===== src/rtl/rr_arbiter.sv =====
// rtl/rr_arbiter.sv - per-output round-robin arbiter with packet-long grant hold
module rr_arbiter #(
    parameter int NPORTS = 5
) (
    input  logic              clk,
    input  logic              rst,
    input  logic [NPORTS-1:0] req_in,
    input  logic [NPORTS-1:0] tail_in,
    input  logic              full_in,
    output logic [NPORTS-1:0] sel_out,
    output logic [NPORTS-1:0] rd_en_out,
    output logic              wr_en_out,
    output logic              busy_out
);

    // Only two states: waiting to arbitrate, or locked onto one packet.
    typedef enum logic [0:0] {
        IDLE = 1'b0,
        BUSY = 1'b1
    } state_t;

    state_t            state;
    state_t            state_n;
    logic [NPORTS-1:0] sel_n;
    logic              busy_n;
    logic [2:0]        last_grant;
    logic [2:0]        last_grant_n;

    logic              found;
    logic [2:0]        pick_idx;
    logic [3:0]        cand;
    logic [2:0]        grant_idx;
    logic              xfer;
    logic              tail_hit;

    // Round-robin scan: first requester after last_grant, wrapping modulo 5.
    always_comb begin
        found    = 1'b0;
        pick_idx = 3'd0;
        cand     = 4'd0;
        for (int k = 1; k <= NPORTS; k++) begin
            cand = {1'b0, last_grant} + k[3:0];
            if (cand >= 4'(NPORTS)) begin
                cand = cand - 4'(NPORTS);
            end
            if (!found && req_in[cand[2:0]]) begin
                found    = 1'b1;
                pick_idx = cand[2:0];
            end
        end
    end

    // Recover the granted index from the one-hot select for the pointer update.
    always_comb begin
        grant_idx = 3'd0;
        unique case (sel_out)
            5'b00001: grant_idx = 3'd0;
            5'b00010: grant_idx = 3'd1;
            5'b00100: grant_idx = 3'd2;
            5'b01000: grant_idx = 3'd3;
            5'b10000: grant_idx = 3'd4;
            default:  grant_idx = 3'd0;
        endcase
    end

    // A flit moves only when the granted input has one and downstream has room;
    // reset forces the strobes low immediately rather than waiting for sel_out.
    always_comb begin
        xfer      = (state == BUSY) && !rst && |(sel_out & req_in) && !full_in;
        tail_hit  = |(sel_out & tail_in);
        rd_en_out = xfer ? sel_out : '0;
        wr_en_out = xfer;
    end

    // Next-state logic: arbitrate in IDLE, hold the grant until the tail pops.
    always_comb begin
        state_n      = state;
        sel_n        = sel_out;
        busy_n       = busy_out;
        last_grant_n = last_grant;
        unique case (state)
            IDLE: begin
                if (found) begin
                    state_n = BUSY;
                    sel_n   = NPORTS'(1) << pick_idx;
                    busy_n  = 1'b1;
                end else begin
                    sel_n   = '0;
                    busy_n  = 1'b0;
                end
            end
            BUSY: begin
                if (xfer && tail_hit) begin
                    state_n      = IDLE;
                    sel_n        = '0;
                    busy_n       = 1'b0;
                    last_grant_n = grant_idx;
                end
            end
            default: begin
                state_n = IDLE;
                sel_n   = '0;
                busy_n  = 1'b0;
            end
        endcase
    end

    // State register; pointer resets to L so N wins the first arbitration.
    always_ff @(posedge clk or posedge rst) begin
        if (rst) begin
            state      <= IDLE;
            sel_out    <= '0;
            busy_out   <= 1'b0;
            last_grant <= 3'd4;
        end else begin
            state      <= state_n;
            sel_out    <= sel_n;
            busy_out   <= busy_n;
            last_grant <= last_grant_n;
        end
    end

endmodule


===== config.mk =====
export PLATFORM = sky130hd
export DESIGN_NAME = rr_arbiter
export DESIGN_NICKNAME = d
export VERILOG_FILES = /design/src/rtl/rr_arbiter.sv
export SDC_FILE = /design/constraint.sdc
export NUM_CORES = 1
export LEC_CHECK = 0
export BUFFER_PORTS_ARGS = -buffer_cell sky130_fd_sc_hd__buf_2
export CAP_MARGIN = 25
export CELL_PAD_IN_SITES_DETAIL_PLACEMENT = 1
export CELL_PAD_IN_SITES_GLOBAL_PLACEMENT = 1
export CORE_ASPECT_RATIO = 0.7
export CORE_UTILIZATION = 39
export CTS_CLUSTER_DIAMETER = 60
export CTS_CLUSTER_SIZE = 8
export DETAILED_ROUTE_END_ITERATION = 7
export PLACE_DENSITY = 0.82
export RECOVER_POWER = 25
export SYNTH_ARGS = -nofsm -noshare
export SYNTH_HDL_FRONTEND = slang
export SYNTH_SLANG_ARGS = --single-unit

===== constraint.sdc =====
create_clock -name clk -period 6.9 [get_ports clk]
set_input_delay 1.38 -clock clk [delete_from_list [all_inputs] [get_ports clk]]
set_output_delay 1.38 -clock clk [all_outputs]
set_load 0.02 [all_outputs]

-- After elaboration in Yosys (flattened, before gate mapping)
Index checks and enable logic that the tools add are counted.
- flip-flop bits (word level): 10
- output and inout bits: 12
- logic and storage cells: 85
- $add $sub $neg: 10
- $lt $le $gt $ge: 10
- equality and inequality tests: 5
- shift operators: 1
- muxes and demuxes: 35
- bitwise operators: 3
- reduce and logical (&&, ||, !) cells: 17
- operator list (cell ; number):
    2-to-1 mux 3 bit ; 10
    greater-or-equal comparator 4 x 3 -> 1 bit (second input constant) ; 5
    less-than comparator 3 x 4 -> 1 bit (second input constant) ; 5
    binary-select mux 1 bit (select 3 bit) ; 5
    2-to-1 mux 5 bit ; 3
    subtractor 3 bit (second input constant) ; 5
    2-to-1 mux 1 bit ; 13
    case mux 3 bit (4 select lines) ; 1
    bitwise AND 5 bit ; 2
    case mux 5 bit (2 select lines) ; 1
    OR reduction 5 bit ; 2
    adder 3 x 2 -> 4 bit (second input constant) ; 2
    adder 3 x 3 -> 4 bit (second input constant) ; 2
    logical AND 1 bit ; 8
    zero test 1 bit ; 6
    equality test 5 x 2 -> 1 bit (second input constant) ; 1
    equality test 5 x 3 -> 1 bit (second input constant) ; 1
    equality test 5 x 4 -> 1 bit (second input constant) ; 1
    equality test 5 bit (second input constant) ; 1
    << shifter 1 x 3 -> 5 bit (first input constant) ; 1
    adder 3 x 1 -> 4 bit (second input constant) ; 1
    case mux 1 bit (2 select lines) ; 2
    inequality test 2 x 1 -> 1 bit (second input constant) ; 1
    AND reduction 2 bit ; 1
    NOT 1 bit ; 1

-- Logic depth before layout (Yosys ltp)
Gate-level depths: netlist of the first run.
- depth in word-level cells: 21
- gate-level depth with buffers: 14
- depth with buffers taken out: 12

-- Least setup slack after synthesis of the first run
OpenSTA, ideal clock, no wires.
- path type: input-to-output
- start point: input port full_in
- end point: output port rd_en_out[0]
- data arrival time: 2.598 ns
- data required time: 5.520 ns
- path slack: 2.922 ns
- stages on the path: 3
- buffers on the path: 0
- cells stage by stage: or3_1 a21oi_1 and2_1
- cells in the longest elaborated chain, start to end: 3
- RTL lines (item ; line ; RTL):
    from (decl) ; 9 ; input logic full_in,
    zero test 1 bit ; 69 ; xfer = (state == BUSY) && !rst && |(sel_out & req_in) && !full_in;
    logical AND 1 bit ; 69 ;
    via wr_en_out ; 12 ; output logic wr_en_out,
    2-to-1 mux 5 bit ; 71 ; rd_en_out = xfer ? sel_out : '0;
    to (decl) ; 11 ; output logic [NPORTS-1:0] rd_en_out,
The timed path passes the listed nets, and every way through them passes these cells.

-- Final worst setup path of the first run
- start point: input port full_in
- end point: output port rd_en_out[1]
- cells in the longest elaborated chain, start to end: 3
- RTL lines (item ; line):
    zero test 1 bit ; 69
    logical AND 1 bit ; 69
    2-to-1 mux 5 bit ; 71
No other way between the ends.

==> impl_results.html, run 1 <==
<table>
<tr><th>Metric</th><th>Value</th></tr>
<tr><th colspan="2">Run status</th></tr>
<tr><td>Status</td><td>complete, no violations</td></tr>
<tr><th colspan="2">CTS</th></tr>
<tr><td>Worst-case clock buffer depth</td><td>2</td></tr>
<tr><td>CTS tree</td><td>done</td></tr>
<tr><td>Clock buffer count from CTS</td><td>3</td></tr>
<tr><td>Post-CTS Resized</td><td>0</td></tr>
<tr><td>Hold-fix buffers, CTS</td><td>0</td></tr>
<tr><td>Clk root buf</td><td>sky130_fd_sc_hd__clkbuf_8</td></tr>
<tr><td>Sink Count</td><td>10</td></tr>
<tr><td>Clock transition time at the flip-flop clock pins of the worst setup and hold paths</td><td>0.05 ns</td></tr>
<tr><td>Clock network latency to the later pin of the worst-skew pair</td><td>around 0.24 ns</td></tr>
<tr><td>Number of buffers inserted to repair setup after CTS</td><td>0</td></tr>
<tr><td>Max H-tree Level</td><td>1</td></tr>
<tr><th colspan="2">Timing</th></tr>
<tr><td>Final critical-path required period</td><td>approximately 4.0 ns</td></tr>
<tr><td>Number of slew-limit violations in the final report</td><td>0</td></tr>
<tr><td>Setup-violating endpoint count in the final report</td><td>0</td></tr>
<tr><td>Final count of hold timing violations</td><td>0</td></tr>
<tr><td>Post-Route Setup TNS</td><td>0 ns</td></tr>
<tr><td>Worst-margin pin slew</td><td>a little under 0.6 ns</td></tr>
<tr><td>Setup repair after global routing missed its margin</td><td>no</td></tr>
<tr><td>Period utilisation layout</td><td>0.580</td></tr>
<tr><td>Worst rel slew slack</td><td>0.601</td></tr>
<tr><td>FMAX</td><td>250 MHz</td></tr>
<tr><td>Worst clock skew on the final layout</td><td>0.00162 ns</td></tr>
<tr><th colspan="2">Global routing</th></tr>
<tr><td>Pin count of the biggest net entering global routing</td><td>32</td></tr>
<tr><td>Initial antenna violation count</td><td>0</td></tr>
<tr><td>Wire length of the first global-routing pass</td><td>slightly below 9000 um</td></tr>
<tr><td>Via count of the first global-routing pass</td><td>roughly 1700</td></tr>
<tr><td>Overflow left after global routing</td><td>0</td></tr>
<tr><td>Overall fraction of global-route tracks in use</td><td>0.231</td></tr>
<tr><th colspan="2">Detailed routing</th></tr>
<tr><td>Top routing layer in use</td><td>met4</td></tr>
<tr><td>Vias after detailed routing</td><td>roughly 1800</td></tr>
<tr><td>Initial detailed-routing violation count</td><td>158</td></tr>
<tr><td>Router iterations before antenna repair</td><td>4</td></tr>
<tr><td>Count of nets left with antenna violations after detail routing</td><td>0</td></tr>
<tr><td>WL met1</td><td>between 2000 and 3000 um</td></tr>
<tr><td>Average routed wire per standard cell</td><td>19.0 um</td></tr>
<tr><td>Detailed-route vias per instance</td><td>slightly above 6</td></tr>
<tr><td>Amount of wire on met2 after detailed routing</td><td>about 2300 um</td></tr>
<tr><td>DRC</td><td>0</td></tr>
<tr><td>DRT Wirelength</td><td>between 5000 and 6000 um</td></tr>
<tr><td>DR WL met3</td><td>between 300 and 400 um</td></tr>
<tr><th colspan="2">Layout</th></tr>
<tr><td>Fraction of layout cells with a size suffix above 1</td><td>0.215</td></tr>
<tr><td>Final net count</td><td>approximately 260</td></tr>
<tr><td>Total of fill cells in the finished design</td><td>roughly 550</td></tr>
<tr><td>Total area of multi-input combinational cells</td><td>~0.0014 mm2</td></tr>
<tr><td>Sequential cell area in the final layout</td><td>251 um2</td></tr>
<tr><td>Post-synthesis to final-layout area growth</td><td>9.32%</td></tr>
<tr><td>Diodes inserted</td><td>0</td></tr>
<tr><th colspan="2">Floorplanning</th></tr>
<tr><td>Vertical die dimension</td><td>roughly 60 um</td></tr>
<tr><td>Standard cell core area</td><td>approximately 0.0044 mm2</td></tr>
<tr><td>Top-level port count</td><td>25</td></tr>
<tr><td>Full die area</td><td>between 0.004 and 0.005 mm2</td></tr>
<tr><td>Initial cell density of the core</td><td>0.411</td></tr>
<tr><td>Number of core rows</td><td>20</td></tr>
<tr><td>Horizontal extent of the die</td><td>just over 80 um</td></tr>
<tr><th colspan="2">Critical path</th></tr>
<tr><td>Crit path buffers/inverters</td><td>2</td></tr>
<tr><td>Startpoint type of the worst setup path</td><td>input port</td></tr>
<tr><td>Biggest cell delay along the critical path</td><td>0.42 ns</td></tr>
<tr><td>CP cell instances</td><td>buf_2 -&gt; or3_1 -&gt; a21oi_1 -&gt; and2_1 -&gt; buf_2</td></tr>
<tr><td>Critical Setup Path Class</td><td>in -&gt; out</td></tr>
<tr><td>Biggest fanout along the worst timing path</td><td>8</td></tr>
<tr><td>Slack of the worst reg-to-reg path</td><td>between 2 and 3 ns</td></tr>
<tr><td>Crit-path most repeated cell</td><td>sky130_fd_sc_hd__buf_2</td></tr>
<tr><td>Critical path capture point type</td><td>primary output</td></tr>
<tr><td>Required @ worst endpoint</td><td>5.52 ns</td></tr>
<tr><td>CP arrival</td><td>roughly 2.6 ns</td></tr>
<tr><td>Largest delay contributor family on the critical path</td><td>simple AND/OR/NAND/NOR gates</td></tr>
<tr><td>CP max stage cell</td><td>sky130_fd_sc_hd__a21oi_1</td></tr>
<tr><th colspan="2">Synth</th></tr>
<tr><td>Leading cell types by count after synthesis</td><td>17 x sky130_fd_sc_hd__nand2_1, 12 x sky130_fd_sc_hd__nor2_1, 12 x sky130_fd_sc_hd__o21ai_0</td></tr>
<tr><td>Number of instances in the synthesized netlist</td><td>approximately 220</td></tr>
<tr><td>Area of the mapped netlist</td><td>between 0.0015 and 0.002 mm2</td></tr>
<tr><td>Number of enable flip-flop cells after synthesis</td><td>0</td></tr>
<tr><td>Yosys Warn Count</td><td>0</td></tr>
<tr><td>Register area share after synthesis</td><td>0.140</td></tr>
<tr><td>Fraction of synthesis flops using an asynchronous set or reset pin</td><td>1.00</td></tr>
<tr><td>Dominant cell type by area after synthesis</td><td>sky130_fd_sc_hd__dfrtp_1</td></tr>
<tr><td>Distinct cell type count after synthesis</td><td>between 70 and 80</td></tr>
<tr><td>Most frequently used flop master after synthesis</td><td>sky130_fd_sc_hd__dfrtp_1</td></tr>
<tr><td>Number of storage elements in the synthesis netlist</td><td>10</td></tr>
<tr><td>Area share of the leading cell type in the synthesized netlist</td><td>0.125</td></tr>
<tr><td>Count leader, synth</td><td>sky130_fd_sc_hd__nand2_1</td></tr>
<tr><td>Leading post-synthesis cells by cell area</td><td>sky130_fd_sc_hd__dfrtp_1 13%, sky130_fd_sc_hd__ha_1 7.0%, sky130_fd_sc_hd__mux2i_1 4.5%, sky130_fd_sc_hd__xnor2_1 4.4%, sky130_fd_sc_hd__nand2_1 3.5%</td></tr>
<tr><td>Post-Synthesis Mean Instance Area</td><td>about 8.3 um2</td></tr>
<tr><td>Number of nets produced by synthesis</td><td>240</td></tr>
<tr><th colspan="2">Hold path</th></tr>
<tr><td>Worst min-delay path category</td><td>reg -&gt; reg</td></tr>
<tr><th colspan="2">Place</th></tr>
<tr><td>Port Buffers</td><td>24</td></tr>
<tr><td>Post-detailed-placement half-perimeter wirelength</td><td>4120 um</td></tr>
<tr><td>Routability cong.</td><td>0.836</td></tr>
<tr><th colspan="2">Power and ir drop</th></tr>
<tr><td>LEAKAGE</td><td>between 0.8 and 0.9 nW</td></tr>
<tr><td>Power per Cell Area</td><td>82.9 mW/mm2</td></tr>
<tr><td>Maximum VDD drop</td><td>between 0.08 and 0.09 mV</td></tr>
<tr><td>Pwr Total</td><td>between 0.15 and 0.2 mW</td></tr>
<tr><th colspan="2">Run</th></tr>
<tr><td>Number of maximum-capacitance violations</td><td>0</td></tr>
</table>
==> cell families after synthesis <==
kind of cell | count (synthesis) | synth area share
AO/OA/AOI/OAI | 65 | 0.303
XOR/XNOR | 9 | 0.0438
adder cells (fa/ha/maj) | 11 | 0.0807
buffers and inverters | 22 | 0.0751
flip-flops | 10 | 0.140
multiplexers | 11 | 0.0716
AND/OR/NAND/NOR | 88 | 0.286
==> stage by stage <==
step	util	worst slack (ns)	instances	hold WS, ns	area, um2
detailed placement	0.437	2.96	284	0.478	1910
CTS	0.449	2.91	288	0.491	1970
floorplan	-	2.92	216	0.545	1800
global placement	0.437	2.98	284	0.465	1910
finish	0.449	2.90	288	0.496	1970
global route	0.449	2.69	288	0.521	1970
==> sequential cells by signal, indices dropped and copies added (netlist names) <==
signal and cells:
last_grant 3, busy_out 1, sel_out 5, state 1
==> power breakdown <==
| group | leakage, nW | switching, mW | total, mW | internal, mW |
|---|---|---|---|---|
| Combinational | 0.659 | 0.0167 | 0.0280 | 0.0113 |
| Clock | 0.0288 | 0.0255 | 0.0759 | 0.0504 |
| Sequential | 0.126 | 0.000142 | 0.0591 | 0.0590 |
| Total | 0.814 | 0.0423 | 0.163 | 0.121 |
==> final timing paths <==
path / cells past startpoint / endpoint / startpoint
worst min-delay path: 1 / busy_out$_DFFE_PP0P_ / busy_out$_DFFE_PP0P_
worst max register to register: 10 / sel_out[0]$_DFFE_PP0P_ / last_grant[1]$_DFFE_PP0P_
worst min register to register: 1 / busy_out$_DFFE_PP0P_ / busy_out$_DFFE_PP0P_
min in group asynchronous: 2 / sel_out[4]$_DFFE_PP0P_ / rst
worst max-delay path: 5 / rd_en_out[1] / full_in
max in group asynchronous: 2 / last_grant[2]$_DFFE_PP1P_ / rst
==> cell type report <==
class	count	area share
multi-input cells	184	0.718
flip-flops and latches	10	0.128
repair buffers	25	0.0649
well taps	55	0.0350
inverters	10	0.0261
clock buffers	4	0.0280
==> worst register-to-register path: cells and delay by family, from the launching register on <==
kind,cells,cell delay [ns]
compound gates,4,1.27
fa+ha+maj,1,0.73
flops,1,0.67
buf+inv,2,0.61
simple gates,2,0.48
mux,1,0.07
==> cells in the final DEF (no fill, tap or decap), types with 3 or more instances in the layout <==
cell type	count
sky130_fd_sc_hd__o21ai_0	12
sky130_fd_sc_hd__mux2i_1	8
sky130_fd_sc_hd__nand2b_1	5
sky130_fd_sc_hd__a21oi_1	9
sky130_fd_sc_hd__clkbuf_8	4
sky130_fd_sc_hd__nor2b_1	7
sky130_fd_sc_hd__inv_1	8
sky130_fd_sc_hd__ha_1	10
sky130_fd_sc_hd__a211oi_1	4
sky130_fd_sc_hd__buf_2	24
sky130_fd_sc_hd__nor3_1	3
sky130_fd_sc_hd__a22o_1	3
sky130_fd_sc_hd__nor2_1	12
sky130_fd_sc_hd__nor4_1	5
sky130_fd_sc_hd__dfrtp_1	9
sky130_fd_sc_hd__and2_1	10
sky130_fd_sc_hd__xnor2_1	9
sky130_fd_sc_hd__nand2_1	17
sky130_fd_sc_hd__nand3_1	6
==> routing by layer <==
metal	up-vias	track usage
li1	848	-
met5	-	0
met1	876	0.369
met4	0	0.0148
met2	67	0.333
met3	4	0.0393
(Power assumes the default switching activity.)
==> run 2: changes to the inputs <==
--- a/config.mk
+++ b/config.mk
@@ -14,7 +14,7 @@
 export CTS_CLUSTER_DIAMETER = 60
 export CTS_CLUSTER_SIZE = 8
 export DETAILED_ROUTE_END_ITERATION = 7
-export PLACE_DENSITY = 0.82
+export PLACE_DENSITY = 0.85
 export RECOVER_POWER = 25
 export SYNTH_ARGS = -nofsm -noshare
 export SYNTH_HDL_FRONTEND = slang
==> constraint.sdc (replaced) <==
create_clock -name clk -period 3.5 [get_ports clk]
set_input_delay 0.7 -clock clk [delete_from_list [all_inputs] [get_ports clk]]
set_output_delay 0.7 -clock clk [all_outputs]
set_load 0.02 [all_outputs]
==> impl_results.html, run 2 (synthesis gave the netlist of run 1 again) <==
<table>
<tr><th>Metric</th><th>Value</th></tr>
<tr><th colspan="2">Run status</th></tr>
<tr><td>Status</td><td>complete, no violations</td></tr>
<tr><th colspan="2">Detailed routing</th></tr>
<tr><td>DRT Wirelength</td><td>about 6200 um</td></tr>
<tr><td>Average routed wire per standard cell</td><td>around 20 um</td></tr>
<tr><td>Count of nets left with antenna violations after detail routing</td><td>0</td></tr>
<tr><td>Vias after detailed routing</td><td>approximately 1900</td></tr>
<tr><td>Detailed-route vias per instance</td><td>6.19</td></tr>
<tr><td>Router iterations before antenna repair</td><td>4</td></tr>
<tr><td>Initial detailed-routing violation count</td><td>approximately 190</td></tr>
<tr><td>DRC</td><td>0</td></tr>
<tr><th colspan="2">CTS</th></tr>
<tr><td>Clock transition time at the flip-flop clock pins of the worst setup and hold paths</td><td>~0.050 ns</td></tr>
<tr><td>Clock buffer count from CTS</td><td>3</td></tr>
<tr><td>Number of buffers inserted to repair setup after CTS</td><td>0</td></tr>
<tr><td>Worst-case clock buffer depth</td><td>2</td></tr>
<tr><td>Clock network latency to the later pin of the worst-skew pair</td><td>0.25 ns</td></tr>
<tr><td>Hold-fix buffers, CTS</td><td>0</td></tr>
<tr><td>Max H-tree Level</td><td>1</td></tr>
<tr><td>Clk root buf</td><td>sky130_fd_sc_hd__clkbuf_8</td></tr>
<tr><td>Post-CTS Resized</td><td>0</td></tr>
<tr><td>CTS tree</td><td>done</td></tr>
<tr><td>Sink Count</td><td>10</td></tr>
<tr><th colspan="2">Power and ir drop</th></tr>
<tr><td>Seq pwr share</td><td>0.354</td></tr>
<tr><td>Internal power contribution</td><td>about 0.24 mW</td></tr>
<tr><td>Power per Cell Area</td><td>approximately 160 mW/mm2</td></tr>
<tr><td>LEAKAGE</td><td>just under 0.9 nW</td></tr>
<tr><td>Maximum VDD drop</td><td>between 0.1 and 0.15 mV</td></tr>
<tr><td>Relative contribution of combinational cells to total power</td><td>0.173</td></tr>
<tr><td>Clock share of power</td><td>0.473</td></tr>
<tr><td>Switching share of power</td><td>0.274</td></tr>
<tr><td>Psw</td><td>around 0.09 mW</td></tr>
<tr><td>Pwr Total</td><td>0.330 mW</td></tr>
<tr><th colspan="2">Critical path</th></tr>
<tr><td>CP arrival</td><td>approximately 3.5 ns</td></tr>
<tr><td>Critical Setup Path Class</td><td>reg -&gt; reg</td></tr>
<tr><td>Critical path capture point type</td><td>flip-flop</td></tr>
<tr><td>Required @ worst endpoint</td><td>approximately 3.6 ns</td></tr>
<tr><td>Startpoint type of the worst setup path</td><td>flip-flop</td></tr>
<tr><td>Biggest fanout along the worst timing path</td><td>17</td></tr>
<tr><th colspan="2">Run</th></tr>
<tr><td>Number of maximum-capacitance violations</td><td>0</td></tr>
<tr><th colspan="2">Timing</th></tr>
<tr><td>Worst-margin pin slew</td><td>between 0.5 and 0.6 ns</td></tr>
<tr><td>Post-Route Setup TNS</td><td>0 ns</td></tr>
<tr><td>Period utilisation layout</td><td>0.948</td></tr>
<tr><td>Setup repair after global routing missed its margin</td><td>no</td></tr>
<tr><td>Number of slew-limit violations in the final report</td><td>0</td></tr>
<tr><td>Setup-violating endpoint count in the final report</td><td>0</td></tr>
<tr><td>Final count of hold timing violations</td><td>0</td></tr>
<tr><td>Final critical-path required period</td><td>between 3 and 4 ns</td></tr>
<tr><td>FMAX</td><td>301 MHz</td></tr>
<tr><td>Hold slack final</td><td>roughly 0.45 ns</td></tr>
<tr><td>Worst clock skew on the final layout</td><td>roughly 0.0066 ns</td></tr>
<tr><td>Worst rel slew slack</td><td>0.624</td></tr>
<tr><th colspan="2">Layout</th></tr>
<tr><td>Largest register by flop count</td><td>sel_out</td></tr>
<tr><td>Diodes inserted</td><td>0</td></tr>
<tr><td>Fraction of layout cells with a size suffix above 1</td><td>0.256</td></tr>
<tr><td>Most common cell after layout, fill and taps aside</td><td>sky130_fd_sc_hd__buf_2</td></tr>
<tr><td>Finished Layout Cells</td><td>between 300 and 400</td></tr>
<tr><td>Most frequent cells in the layout</td><td>24 x sky130_fd_sc_hd__buf_2, 17 x sky130_fd_sc_hd__nand2_1, 14 x sky130_fd_sc_hd__buf_4, 12 x sky130_fd_sc_hd__o21ai_0, 12 x sky130_fd_sc_hd__nor2_1</td></tr>
<tr><td>Final net count</td><td>271</td></tr>
<tr><td>Biggest regs</td><td>sel_out: 5 flops, last_grant: 3 flops</td></tr>
<tr><td>Post-synthesis to final-layout area growth</td><td>14.7%</td></tr>
<tr><td>Core utilization of the finished layout</td><td>0.471</td></tr>
<tr><td>Max reg flops</td><td>5</td></tr>
<tr><th colspan="2">Floorplanning</th></tr>
<tr><td>Top-level port count</td><td>25</td></tr>
<tr><td>Number of core rows</td><td>20</td></tr>
<tr><td>Initial cell density of the core</td><td>0.411</td></tr>
<tr><td>Vertical die dimension</td><td>between 50 and 60 um</td></tr>
<tr><td>Full die area</td><td>0.00489 mm2</td></tr>
<tr><td>Horizontal extent of the die</td><td>83.2 um</td></tr>
<tr><td>Standard cell core area</td><td>approximately 0.0044 mm2</td></tr>
<tr><th colspan="2">Global routing</th></tr>
<tr><td>Overflow left after global routing</td><td>0</td></tr>
<tr><td>Overall fraction of global-route tracks in use</td><td>0.269</td></tr>
<tr><td>Initial antenna violation count</td><td>0</td></tr>
<tr><td>Via count of the first global-routing pass</td><td>1859</td></tr>
<tr><td>Wire length of the first global-routing pass</td><td>10000 um</td></tr>
<tr><td>Pin count of the biggest net entering global routing</td><td>19</td></tr>
<tr><th colspan="2">Place</th></tr>
<tr><td>Post-detailed-placement half-perimeter wirelength</td><td>around 4700 um</td></tr>
<tr><td>Port Buffers</td><td>24</td></tr>
<tr><td>Routability cong.</td><td>about 0.91</td></tr>
<tr><td>Number of placed instances with taps included</td><td>297</td></tr>
<tr><th colspan="2">Hold path</th></tr>
<tr><td>Worst min-delay path category</td><td>in -&gt; async</td></tr>
</table>
==> run 2: cell types whose count changed in the layout (fill, tap and decap cells not counted) <==
cell | before | now
sky130_fd_sc_hd__buf_4 | 1 | 14
==> run 2: critical path, stage by stage (launching register included) <==
cell and delay (ns):
sky130_fd_sc_hd__dfrtp_1 0.38, sky130_fd_sc_hd__inv_2 0.09, sky130_fd_sc_hd__buf_4 0.24, sky130_fd_sc_hd__ha_1 0.21
sky130_fd_sc_hd__inv_1 0.06, sky130_fd_sc_hd__fa_1 0.44, sky130_fd_sc_hd__nor2_1 0.27, sky130_fd_sc_hd__o41ai_4 0.13
sky130_fd_sc_hd__o21bai_2 0.23, sky130_fd_sc_hd__or3_4 0.40, sky130_fd_sc_hd__o311a_1 0.37, sky130_fd_sc_hd__a21boi_1 0.15
sky130_fd_sc_hd__a22o_1 0.23
==> run 2: final cells by class <==
class | instances | area, um2
flip-flops and latches | 10 | 251
well taps | 55 | 68.8
multi-input cells | 184 | 1410
clock buffers | 4 | 55.1
fillers | 547 | 2310
inverters | 10 | 51.3
repair buffers | 38 | 225
==> run 2: power groups by stage <==
stage | sequential (mW) | clock [mW] | combinational [mW]
CTS | 0.117 | 0.157 | 0.0563
global placement | 0.118 | 0 | 0.0542
finish | 0.117 | 0.156 | 0.0570
floorplan | 0.119 | 0 | 0.0338
global route | 0.117 | 0.165 | 0.0626
detailed placement | 0.118 | 0 | 0.0552
==> run 2: routing by layer <==
metal | vias up | track usage | wire length, um
met5 | - | 0 | 0
met4 | 0 | 0.0887 | 150
met3 | 18 | 0.0729 | 420
met2 | 69 | 0.406 | 2640
met1 | 904 | 0.374 | 2960
li1 | 873 | - | -
==> run 2: stage by stage <==
step / cell area [um2] / setup WS (ns)
6_report: 2060 / 0.180
5_1_grt: 2060 / 0.0262
4_1_cts: 2060 / 0.195
3_5_place_dp: 2010 / 0.252
3_3_place_gp: 2010 / 0.313
2_1_floorplan: 1800 / 0.00791
==> run 2: final timing paths <==
path | startpoint | end | slack [ns] | depth (start not counted)
max in group asynchronous | rst | last_grant[2]$_DFFE_PP1P_ | 2.73 | 2
max reg2reg | last_grant[0]$_DFFE_PP0P_ | sel_out[0]$_DFFE_PP0P_ | 0.18 | 12
max | last_grant[0]$_DFFE_PP0P_ | sel_out[0]$_DFFE_PP0P_ | 0.18 | 12
min | rst | sel_out[4]$_DFFE_PP0P_ | 0.45 | 2
min reg2reg | busy_out$_DFFE_PP0P_ | busy_out$_DFFE_PP0P_ | 0.48 | 1
min in group clk | busy_out$_DFFE_PP0P_ | busy_out$_DFFE_PP0P_ | 0.48 | 1
==> run 3: changes to the inputs <==
--- a/config.mk
+++ b/config.mk
@@ -5,12 +5,13 @@
 export SDC_FILE = /design/constraint.sdc
 export NUM_CORES = 1
 export LEC_CHECK = 0
+export ABC_AREA = 1
 export BUFFER_PORTS_ARGS = -buffer_cell sky130_fd_sc_hd__buf_2
 export CAP_MARGIN = 25
 export CELL_PAD_IN_SITES_DETAIL_PLACEMENT = 1
 export CELL_PAD_IN_SITES_GLOBAL_PLACEMENT = 1
 export CORE_ASPECT_RATIO = 0.7
-export CORE_UTILIZATION = 39
+export CORE_UTILIZATION = 35
 export CTS_CLUSTER_DIAMETER = 60
 export CTS_CLUSTER_SIZE = 8
 export DETAILED_ROUTE_END_ITERATION = 7
==> constraint.sdc (replaced) <==
create_clock -name clk -period 3.5 [get_ports clk]
set_input_delay 0.7 -clock clk [delete_from_list [all_inputs] [get_ports clk]]
set_output_delay 0.7 -clock clk [all_outputs]
set_load 0.005 [all_outputs]
==> impl_results.html, run 3 <==
<table>
<tr><th>Metric</th><th>Value</th></tr>
<tr><th colspan="2">Run status</th></tr>
<tr><td>Status</td><td>complete, no violations</td></tr>
<tr><th colspan="2">Critical path</th></tr>
<tr><td>CP max stage cell</td><td>sky130_fd_sc_hd__dfrtp_1</td></tr>
<tr><td>Biggest fanout along the worst timing path</td><td>12</td></tr>
<tr><td>Biggest cell delay along the critical path</td><td>0.38 ns</td></tr>
<tr><td>CP arrival</td><td>around 3.2 ns</td></tr>
<tr><td>Largest delay contributor family on the critical path</td><td>simple AND/OR/NAND/NOR gates</td></tr>
<tr><td>Required @ worst endpoint</td><td>about 3.6 ns</td></tr>
<tr><td>Crit path buffers/inverters</td><td>3</td></tr>
<tr><td>Startpoint type of the worst setup path</td><td>flip-flop</td></tr>
<tr><td>Crit-path most repeated cell</td><td>sky130_fd_sc_hd__nand2_1</td></tr>
<tr><td>Critical path capture point type</td><td>flip-flop</td></tr>
<tr><td>CP cell instances</td><td>inv_2 -&gt; ha_1 -&gt; inv_1 -&gt; fa_1 -&gt; inv_1 -&gt; nand2_1 -&gt; nand2_1 -&gt; nand2_1 -&gt; nand2_1 -&gt; nand3_1 -&gt; nand3_1 -&gt; nand2_1 -&gt; nor2_2 -&gt; nand3_1 -&gt; nand3_1 -&gt; nand2_1 -&gt; nand2_1 -&gt; nor2_1 -&gt; nand2_1 -&gt; nand2_1</td></tr>
<tr><td>Critical Setup Path Class</td><td>reg -&gt; reg</td></tr>
<tr><th colspan="2">CTS</th></tr>
<tr><td>Hold-fix buffers, CTS</td><td>0</td></tr>
<tr><td>Clock transition time at the flip-flop clock pins of the worst setup and hold paths</td><td>0.05 ns</td></tr>
<tr><td>Worst-case clock buffer depth</td><td>2</td></tr>
<tr><td>Max H-tree Level</td><td>1</td></tr>
<tr><td>Clock buffer count from CTS</td><td>3</td></tr>
<tr><td>CTS tree</td><td>done</td></tr>
<tr><td>Sink Count</td><td>10</td></tr>
<tr><td>Clock network latency to the later pin of the worst-skew pair</td><td>0.24 ns</td></tr>
<tr><td>Post-CTS Resized</td><td>0</td></tr>
<tr><td>Number of buffers inserted to repair setup after CTS</td><td>0</td></tr>
<tr><td>Clk root buf</td><td>sky130_fd_sc_hd__clkbuf_8</td></tr>
<tr><th colspan="2">Floorplanning</th></tr>
<tr><td>Initial cell density of the core</td><td>0.381</td></tr>
<tr><td>Full die area</td><td>approximately 0.0047 mm2</td></tr>
<tr><td>Horizontal extent of the die</td><td>just over 80 um</td></tr>
<tr><td>Standard cell core area</td><td>approximately 0.004 mm2</td></tr>
<tr><td>Vertical die dimension</td><td>a little under 60 um</td></tr>
<tr><td>Top-level port count</td><td>25</td></tr>
<tr><td>Number of core rows</td><td>19</td></tr>
<tr><th colspan="2">Place</th></tr>
<tr><td>Port Buffers</td><td>24</td></tr>
<tr><td>Routability cong.</td><td>around 0.9</td></tr>
<tr><td>Post-detailed-placement half-perimeter wirelength</td><td>~4500 um</td></tr>
<tr><th colspan="2">Detailed routing</th></tr>
<tr><td>Initial detailed-routing violation count</td><td>approximately 140</td></tr>
<tr><td>DRT Wirelength</td><td>between 5000 and 6000 um</td></tr>
<tr><td>Router iterations before antenna repair</td><td>4</td></tr>
<tr><td>Average routed wire per standard cell</td><td>around 16 um</td></tr>
<tr><td>Detailed-route vias per instance</td><td>roughly 5.5</td></tr>
<tr><td>Vias after detailed routing</td><td>~1900</td></tr>
<tr><td>Count of nets left with antenna violations after detail routing</td><td>0</td></tr>
<tr><td>DRC</td><td>0</td></tr>
<tr><th colspan="2">Synth</th></tr>
<tr><td>Yosys Warn Count</td><td>0</td></tr>
<tr><td>Number of nets produced by synthesis</td><td>roughly 280</td></tr>
<tr><td>Number of instances in the synthesized netlist</td><td>around 260</td></tr>
<tr><td>Count leader, synth</td><td>sky130_fd_sc_hd__nand2_1</td></tr>
<tr><td>Most frequently used flop master after synthesis</td><td>sky130_fd_sc_hd__dfrtp_1</td></tr>
<tr><td>Number of enable flip-flop cells after synthesis</td><td>0</td></tr>
<tr><td>Register area share after synthesis</td><td>0.161</td></tr>
<tr><td>Post-Synthesis Mean Instance Area</td><td>around 6.0 um2</td></tr>
<tr><td>Fraction of synthesis flops using an asynchronous set or reset pin</td><td>1.00</td></tr>
<tr><td>Number of storage elements in the synthesis netlist</td><td>10</td></tr>
<tr><td>Distinct cell type count after synthesis</td><td>33</td></tr>
<tr><td>Leading post-synthesis cells by cell area</td><td>sky130_fd_sc_hd__nand2_1 20%, sky130_fd_sc_hd__dfrtp_1 14%, sky130_fd_sc_hd__nand3_1 12%, sky130_fd_sc_hd__ha_1 8.0%, sky130_fd_sc_hd__inv_1 7.7%</td></tr>
<tr><td>Area of the mapped netlist</td><td>0.00156 mm2</td></tr>
<tr><td>Area share of the leading cell type in the synthesized netlist</td><td>0.197</td></tr>
<tr><td>Dominant cell type by area after synthesis</td><td>sky130_fd_sc_hd__nand2_1</td></tr>
<tr><td>Leading cell types by count after synthesis</td><td>82 x sky130_fd_sc_hd__nand2_1, 37 x sky130_fd_sc_hd__nand3_1, 32 x sky130_fd_sc_hd__inv_1</td></tr>
<tr><th colspan="2">Layout</th></tr>
<tr><td>Final net count</td><td>310</td></tr>
<tr><td>Max reg flops</td><td>5</td></tr>
<tr><td>Fraction of layout cells with a size suffix above 1</td><td>0.172</td></tr>
<tr><td>Biggest regs</td><td>sel_out: 5 flops, last_grant: 3 flops</td></tr>
<tr><td>Core utilization of the finished layout</td><td>0.435</td></tr>
<tr><td>Most common cell after layout, fill and taps aside</td><td>sky130_fd_sc_hd__nand2_1</td></tr>
<tr><td>Most frequent cells in the layout</td><td>82 x sky130_fd_sc_hd__nand2_1, 37 x sky130_fd_sc_hd__nand3_1, 32 x sky130_fd_sc_hd__inv_1, 23 x sky130_fd_sc_hd__buf_2, 19 x sky130_fd_sc_hd__nor2_1</td></tr>
<tr><td>Post-synthesis to final-layout area growth</td><td>14.0%</td></tr>
<tr><td>Largest register by flop count</td><td>sel_out</td></tr>
<tr><td>Diodes inserted</td><td>0</td></tr>
<tr><th colspan="2">Timing</th></tr>
<tr><td>FMAX</td><td>330 MHz</td></tr>
<tr><td>Final count of hold timing violations</td><td>0</td></tr>
<tr><td>Worst-margin pin slew</td><td>0.521 ns</td></tr>
<tr><td>Setup repair after global routing missed its margin</td><td>no</td></tr>
<tr><td>Final critical-path required period</td><td>3.03 ns</td></tr>
<tr><td>Worst rel slew slack</td><td>0.649</td></tr>
<tr><td>Post-Route Setup TNS</td><td>0 ns</td></tr>
<tr><td>Number of slew-limit violations in the final report</td><td>0</td></tr>
<tr><td>Setup-violating endpoint count in the final report</td><td>0</td></tr>
<tr><td>Period utilisation layout</td><td>0.866</td></tr>
<tr><td>Worst clock skew on the final layout</td><td>between 0.002 and 0.0025 ns</td></tr>
<tr><th colspan="2">Run</th></tr>
<tr><td>Number of maximum-capacitance violations</td><td>0</td></tr>
<tr><th colspan="2">Hold path</th></tr>
<tr><td>Worst min-delay path category</td><td>in -&gt; async</td></tr>
<tr><th colspan="2">Global routing</th></tr>
<tr><td>Wire length of the first global-routing pass</td><td>roughly 9000 um</td></tr>
<tr><td>Overflow left after global routing</td><td>0</td></tr>
<tr><td>Via count of the first global-routing pass</td><td>~1800</td></tr>
<tr><td>Pin count of the biggest net entering global routing</td><td>21</td></tr>
<tr><td>Initial antenna violation count</td><td>0</td></tr>
<tr><td>Overall fraction of global-route tracks in use</td><td>0.253</td></tr>
</table>
run 3: cell families after synthesis:
family                     after synthesis  share of synthesized area
AOI/OAI and AO/OA                       29                      0.126
xor gates and xnor gates                 2                     0.0112
adders and majority gates               11                     0.0931
buffers and inverters                   38                     0.0963
DFF                                     10                      0.161
and+or+nand+nor                        169                      0.512
run 3: layout make-up:
type | count | area [um2]
Fill cell | 593 | 2310
Multi-Input combinational cell | 211 | 1160
Sequential cell | 10 | 251
Inverter | 35 | 131
Timing Repair Buffer | 25 | 126
Tap cell | 52 | 65.1
Clock buffer | 4 | 45.0
run 3: path summary, 6_finish.rpt:
check,depth (start not counted),endpoint,slack [ns],startpoint
max in group asynchronous,2,last_grant[2]$_DFFE_PP1P_,2.74,rst
setup / recovery,20,sel_out[0]$_DFFE_PP0P_,0.47,last_grant[0]$_DFFE_PP0P_
hold reg to reg,2,busy_out$_DFFE_PP0P_,0.49,busy_out$_DFFE_PP0P_
setup reg to reg,20,sel_out[0]$_DFFE_PP0P_,0.47,last_grant[0]$_DFFE_PP0P_
hold / removal,2,busy_out$_DFFE_PP0P_,0.44,rst
min in group clk,2,busy_out$_DFFE_PP0P_,0.49,busy_out$_DFFE_PP0P_
run 3: stage by stage:
step	cell area, um2	hold WS [ns]	std cells	setup slack [ns]
after detailed placement	1730	0.476	333	0.488
after CTS	1780	0.470	337	0.489
after global placement	1730	0.475	333	0.586
final	1780	0.443	337	0.470
after global routing	1780	0.478	337	0.0628
after floorplan	1560	0.473	259	0.814
run 3: metal layers:
metal / part of all wire / track usage
met4: 0.00074 / 0.0326
met5: 0 / 0
met3: 0.049 / 0.0441
met1: 0.53 / 0.397
met2: 0.42 / 0.366
Power of run 3 is left out: the tool's default activity adds up to more than one toggle a clock period on the data nets, which glitch-free logic cannot reach.
